[config.mk]
export PLATFORM = sky130hd
export DESIGN_NAME = y_buf_argmax_reader
export DESIGN_NICKNAME = d
export VERILOG_FILES = /design/src/rtl/y_buf_argmax_reader.sv
export SDC_FILE = /design/constraint.sdc
export NUM_CORES = 1
export LEC_CHECK = 0
export BUFFER_PORTS_ARGS = -buffer_cell sky130_fd_sc_hd__buf_2
export CAP_MARGIN = 20
export CORE_AREA = 2 2 116 118
export CTS_CLUSTER_SIZE = 40
export DETAILED_ROUTE_END_ITERATION = 8
export DIE_AREA = 0 0 118 120
export GPL_ROUTABILITY_DRIVEN = 0
export PLACE_DENSITY = 0.48
export SYNTH_ARGS = -nofsm -noshare
export SYNTH_HDL_FRONTEND = slang
export SYNTH_SLANG_ARGS = --single-unit
[constraint.sdc]
create_clock -name clk -period 3.16 [get_ports clk]
set_clock_uncertainty 0.15 [all_clocks]
set_input_delay 0 -clock clk [delete_from_list [all_inputs] [get_ports clk]]
set_output_delay 0 -clock clk [all_outputs]
set_load 0.005 [all_outputs]
[src/rtl/y_buf_argmax_reader.sv]
// y_buf_argmax_reader: reads NUM_CLASS FP32 scores per image from the y buffer and streams the arg-max index.
// Defining YRD_MAX_SCORE_EN adds cls_score_o carrying the winning score bits.
module y_buf_argmax_reader #(
   parameter int IN_IMG_NUM = 1,
   parameter int NUM_CLASS = 10,
   parameter int Y_BUF_DATA_WIDTH = 32,
   parameter int Y_BUF_DEPTH = 10*IN_IMG_NUM*4,
   parameter int ADDR_STEP = 4,
   parameter int IMG_W = (IN_IMG_NUM > 1) ? $clog2(IN_IMG_NUM) : 1,
   localparam int AW = $clog2(Y_BUF_DEPTH),
   localparam int KW = $clog2(NUM_CLASS),
   localparam int DW = Y_BUF_DATA_WIDTH
)(
   input  logic          clk,
   input  logic          rst,
   input  logic          start_i,
   output logic          busy_o,
   output logic          done_o,
   output logic          y_buf_en,
   output logic          y_buf_wr_en,
   output logic [AW-1:0] y_buf_addr,
   input  logic [DW-1:0] y_buf_data_i,
   output logic          cls_valid_o,
   input  logic          cls_ready_i,
   output logic [KW-1:0] cls_idx_o,
   output logic [IMG_W-1:0] cls_img_o
`ifdef YRD_MAX_SCORE_EN
   ,output logic [DW-1:0] cls_score_o
`endif
);
   typedef enum logic [2:0] {IDLE, RD, DRAIN, OUT, FIN} state_t;
   state_t state;
   logic [KW-1:0] k, rd_k, best, best_n;
   logic [IMG_W-1:0] img;
   logic rd_v, rd_first, upd;
   logic [DW-1:0] key, max_key;
   // Sign-magnitude float mapped to an unsigned key that orders like the float value
   assign key = y_buf_data_i[DW-1] ? ~y_buf_data_i : {1'b1, y_buf_data_i[DW-2:0]};
   assign upd = rd_v && (rd_first || key > max_key);
   assign best_n = upd ? rd_k : best;
   assign y_buf_wr_en = 1'b0;
`ifdef YRD_MAX_SCORE_EN
   logic [DW-1:0] max_x, max_x_n;
   assign max_x_n = upd ? y_buf_data_i : max_x;
   assign max_key = max_x[DW-1] ? ~max_x : {1'b1, max_x[DW-2:0]};
`else
   logic [DW-1:0] max_key_q;
   assign max_key = max_key_q;
`endif
   always_ff @(posedge clk or posedge rst) begin
      if (rst) begin
         state <= IDLE;
         busy_o <= 1'b0;
         done_o <= 1'b0;
         y_buf_en <= 1'b0;
         y_buf_addr <= '0;
         cls_valid_o <= 1'b0;
         cls_idx_o <= '0;
         cls_img_o <= '0;
         k <= '0;
         img <= '0;
         rd_v <= 1'b0;
         rd_first <= 1'b0;
         rd_k <= '0;
         best <= '0;
`ifdef YRD_MAX_SCORE_EN
         max_x <= '0;
         cls_score_o <= '0;
`else
         max_key_q <= '0;
`endif
      end else begin
         rd_v <= y_buf_en;
         rd_first <= y_buf_en && (k == '0);
         rd_k <= k;
         best <= best_n;
`ifdef YRD_MAX_SCORE_EN
         max_x <= max_x_n;
`else
         max_key_q <= upd ? key : max_key_q;
`endif
         case (state)
            IDLE: if (start_i) begin
               state <= RD;
               busy_o <= 1'b1;
               img <= '0;
               k <= '0;
               y_buf_addr <= '0;
               y_buf_en <= 1'b1;
            end
            RD: if (k == KW'(NUM_CLASS-1)) begin
               state <= DRAIN;
               y_buf_en <= 1'b0;
            end else begin
               k <= k + KW'(1);
               y_buf_addr <= y_buf_addr + AW'(ADDR_STEP);
            end
            DRAIN: begin
               state <= OUT;
               cls_valid_o <= 1'b1;
               cls_idx_o <= best_n;
               cls_img_o <= img;
`ifdef YRD_MAX_SCORE_EN
               cls_score_o <= max_x_n;
`endif
            end
            OUT: if (cls_ready_i) begin
               cls_valid_o <= 1'b0;
               if (img == IMG_W'(IN_IMG_NUM-1)) begin
                  state <= FIN;
                  done_o <= 1'b1;
                  busy_o <= 1'b0;
               end else begin
                  // Next image starts right after the last address of this one
                  state <= RD;
                  img <= img + IMG_W'(1);
                  k <= '0;
                  y_buf_addr <= y_buf_addr + AW'(ADDR_STEP);
                  y_buf_en <= 1'b1;
               end
            end
            FIN: begin
               state <= IDLE;
               done_o <= 1'b0;
            end
            default: state <= IDLE;
         endcase
      end
   end
endmodule

==> key figures <==
Status
  • Status: finished, final reports clean

Finish
  • Proportion of layout cells with a drive suffix above 1: 24.1%
  • N_diodes: 0
  • Post-layout net count: 515
  • Non-Filler Cell Area, Final: 0.00493 mm2
  • Area growth syn-to-layout: 30.9%
  • Core Util, Final: 38.0%

Global routing
  • Residual overflow from global routing: 0
  • Via count of the first global-routing pass: 2891
  • Maximum number of pins on one net before global-route repair: 49
  • First-pass GRT wire length: 13.6 mm
  • Overall global routing resource usage: 12.4%
  • Antenna violations before repair: 0

Worst setup path
  • Type of the worst setup path: in2reg
  • Arr. time, crit path: 3.08 ns
  • Critical Path Start Type: primary input
  • Worst-path fanout max: 23
  • Crit path required time: 3.23 ns
  • Kind of end point of the critical path: register

Pwr
  • P_leak: 2.42 nW
  • Power Density: 957 mW/mm2
  • VDD IR max: 0.000592 V

Timing
  • Total count of hold-check failures in the final report: 0
  • Clock period minus worst slack: 3.01 ns
  • Fin Setup TNS: 0 ns
  • Setup-failing EPs final: 0
  • Setup slack of the critical path after layout: 0.153 ns
  • Worst-Margin Slew: 0.710 ns
  • Max-Slew Margin vs Limit: 52.0%
  • Final Max Tran Viols: 0
  • Achievable clock frequency: 0.333 GHz
  • Final Cycle Share: 95.2%
  • RSZ-0062 raised after global routing: false

Synthesis
  • Most instantiated cells after synthesis: dfrtp_1, inv_1, ha_1
  • Top cells by area in the synthesized netlist: dfrtp_1, ha_1, mux2_4
  • Warning count from the yosys run: 0
  • Flops & latches, synth: 61
  • Number of distinct standard cells referenced by the synthesized netlist: 46
  • Fraction of synthesized cell area taken by the top area cell type: 40.5%
  • Synth Cell Area: 0.00377 mm2
  • Cell taking the most area after synthesis: dfrtp_1
  • Sequential cell area fraction in the yosys report: 40.5%
  • Number of synthesized flops with an enable pin: 0
  • Cells after Synth: 351
  • Average cell area after synthesis: 10.7 um2
  • Most frequent cell after synthesis: dfrtp_1
  • Commonest register cell after synthesis: dfrtp_1
  • Async S/R FF share, synth: 100%

Clock network
  • Clock-pin slew on the worst setup and hold paths: 0.05 ns
  • H-tree levels: 3
  • Post-cts gate resize count: 0
  • Number of CTS-inserted buffers: 9
  • Master cell of the clock root buffer: clkbuf_16
  • Number of buffers on the longest clock path: 2
  • Clock latency at the later pin of the worst-skew pair: 0.34 ns
  • CTS tree: yes
  • CTS sink cnt: 61

Floorplanning
  • Effective utilization at floorplan: 29.0%
  • Core Box Area: 0.0130 mm2
  • FP Rows: 42
  • Die Y-Extent: 120 um
  • Die Wd: 118 um
  • Die area: 0.0142 mm2
  • Number of placed I/O pins: 52

Routing
  • Iter 0 DRT Violations: 131
  • Total number of vias: 2750
  • Per-cell routed wire length: 12.6 um
  • Residual DRC: 0
  • Via density per instance: 4.41
  • Post-detailed-route count of antenna-violating nets: 0
  • Number of iterations in the first detailed-routing pass: 4
  • Total wirelength of the detailed-routed design: 7.88 mm

Place
  • IO Port Bufs: 47
  • Dpl ws: 0.111 ns
  • Post-detail-place hpwl: 5.65 mm
  • Cell Area, Placed: 0.00422 mm2

Job
  • Max-cap violation count: 0

Worst hold path
  • Kind of path behind the tightest hold check: in2reg
final cells by class:
cell class                 instances  area, um2
clock buffer                       9        225
clock inverter                     7        100
fill                            1295       8050
inverter                          40        150
multi-input combinational        238       1990
sequential                        61       1530
tap                              176        220
timing repair buffer              93        721
layer usage:
| metal | share of wire [%] | vias up | global-route usage, % | wire length [um] |
|---|---|---|---|---|
| li1 | - | 1385 | - | - |
| met1 | 47 | 1310 | 15.1 | 3720 |
| met2 | 46 | 45 | 19.5 | 3630 |
| met3 | 5.3 | 10 | 4.94 | 415 |
| met4 | 1.5 | 0 | 4.74 | 122 |
| met5 | 0 | - | 0 | 0 |
sequential cells by signal (all words and copies together) (netlist names):
| name | flops |
|---|---|
| cls_idx_o | 4 |
| rd_first | 1 |
| cls_valid_o | 1 |
| y_buf_addr | 4 |
| k | 4 |
| rd_k | 4 |
| y_buf_en | 1 |
| max_key | 32 |
| best | 4 |
| state | 3 |
| busy_o | 1 |
| rd_v | 1 |
| done_o | 1 |
path summary, 6_finish.rpt:
| path | startpoint | endpoint | slack [ns] | cells after the start |
|---|---|---|---|---|
| setup / recovery | y_buf_data_i[23] | max_key[6] | 0.15 | 11 |
| hold / removal | y_buf_data_i[7] | max_key[7] | 0.008 | 3 |
| setup reg to reg | max_key[22] | max_key[6] | 0.26 | 9 |
| hold reg to reg | k[1] | rd_k[1] | 0.29 | 0 |
| max in group asynchronous | rst | max_key[12] | 1.71 | 6 |
| min in group asynchronous | rst | state[2] | 0.48 | 4 |
what timing repair did:
| item | in CTS | in global routing |
|---|---|---|
| endpoints found under the hold margin | 86 | 5 |
| setup buffers | 0 | 0 |
| hold buffers | 35 | 1 |
critical path, stage by stage:
cell,delay [ns]
dlygate4sd3_1,0.53
buf_2,0.13
xor2_1,0.16
ha_1,0.32
nand4_1,0.15
or4_1,0.57
a211o_1,0.28
a31o_1,0.23
o21ai_4,0.10
buf_12,0.23
mux2_2,0.36
logic make-up (layout without fill, tap and decap cells):
kind of cell,Yosys count,after routing,synth area share [%]
DFF,61,61,40.5
and+or+nand+nor,73,73,10.2
AOI/OAI and AO/OA,53,53,9.17
other,1,4,0.0995
muxes,36,36,12.7
adders and majority gates,36,36,12.0
xor gates and xnor gates,36,36,8.37
buffers and inverters,55,149,7.04
through the flow:
step	hold slack (ns)	cells	total power, mW
after global routing	0.0175	624	5.13
final	0.00811	624	4.72
after detailed placement	0.165	571	3.65
after global placement	0.161	571	3.61
after CTS	0.00461	622	4.81
after floorplan	0.0212	354	3.16
power breakdown:
part	switching [mW]	internal, mW
clock network	0.377	0.693
logic	1.00	1.19
registers	0.278	1.18
placed cells by master (no fill, tap or decap), types with 3 or more instances in the layout:
cell and count:
buf_4 6, clkbuf_16 9, xor2_1 34, nand2_1 21
nand4_1 8, mux2_2 10, mux2_1 4, a211oi_1 3
inv_1 39, a222oi_1 4, nand3_1 5, a21oi_1 17
and3_1 4, mux2_4 20, nor2b_1 3, ha_1 36
and4_1 4, dfrtp_1 61, buf_2 47, dlygate4sd3_1 36
nor2_1 16, buf_12 4, o21ai_0 16, clkinv_4 4
a21o_1 3, conb_1 4
(Power assumes the default switching activity.)
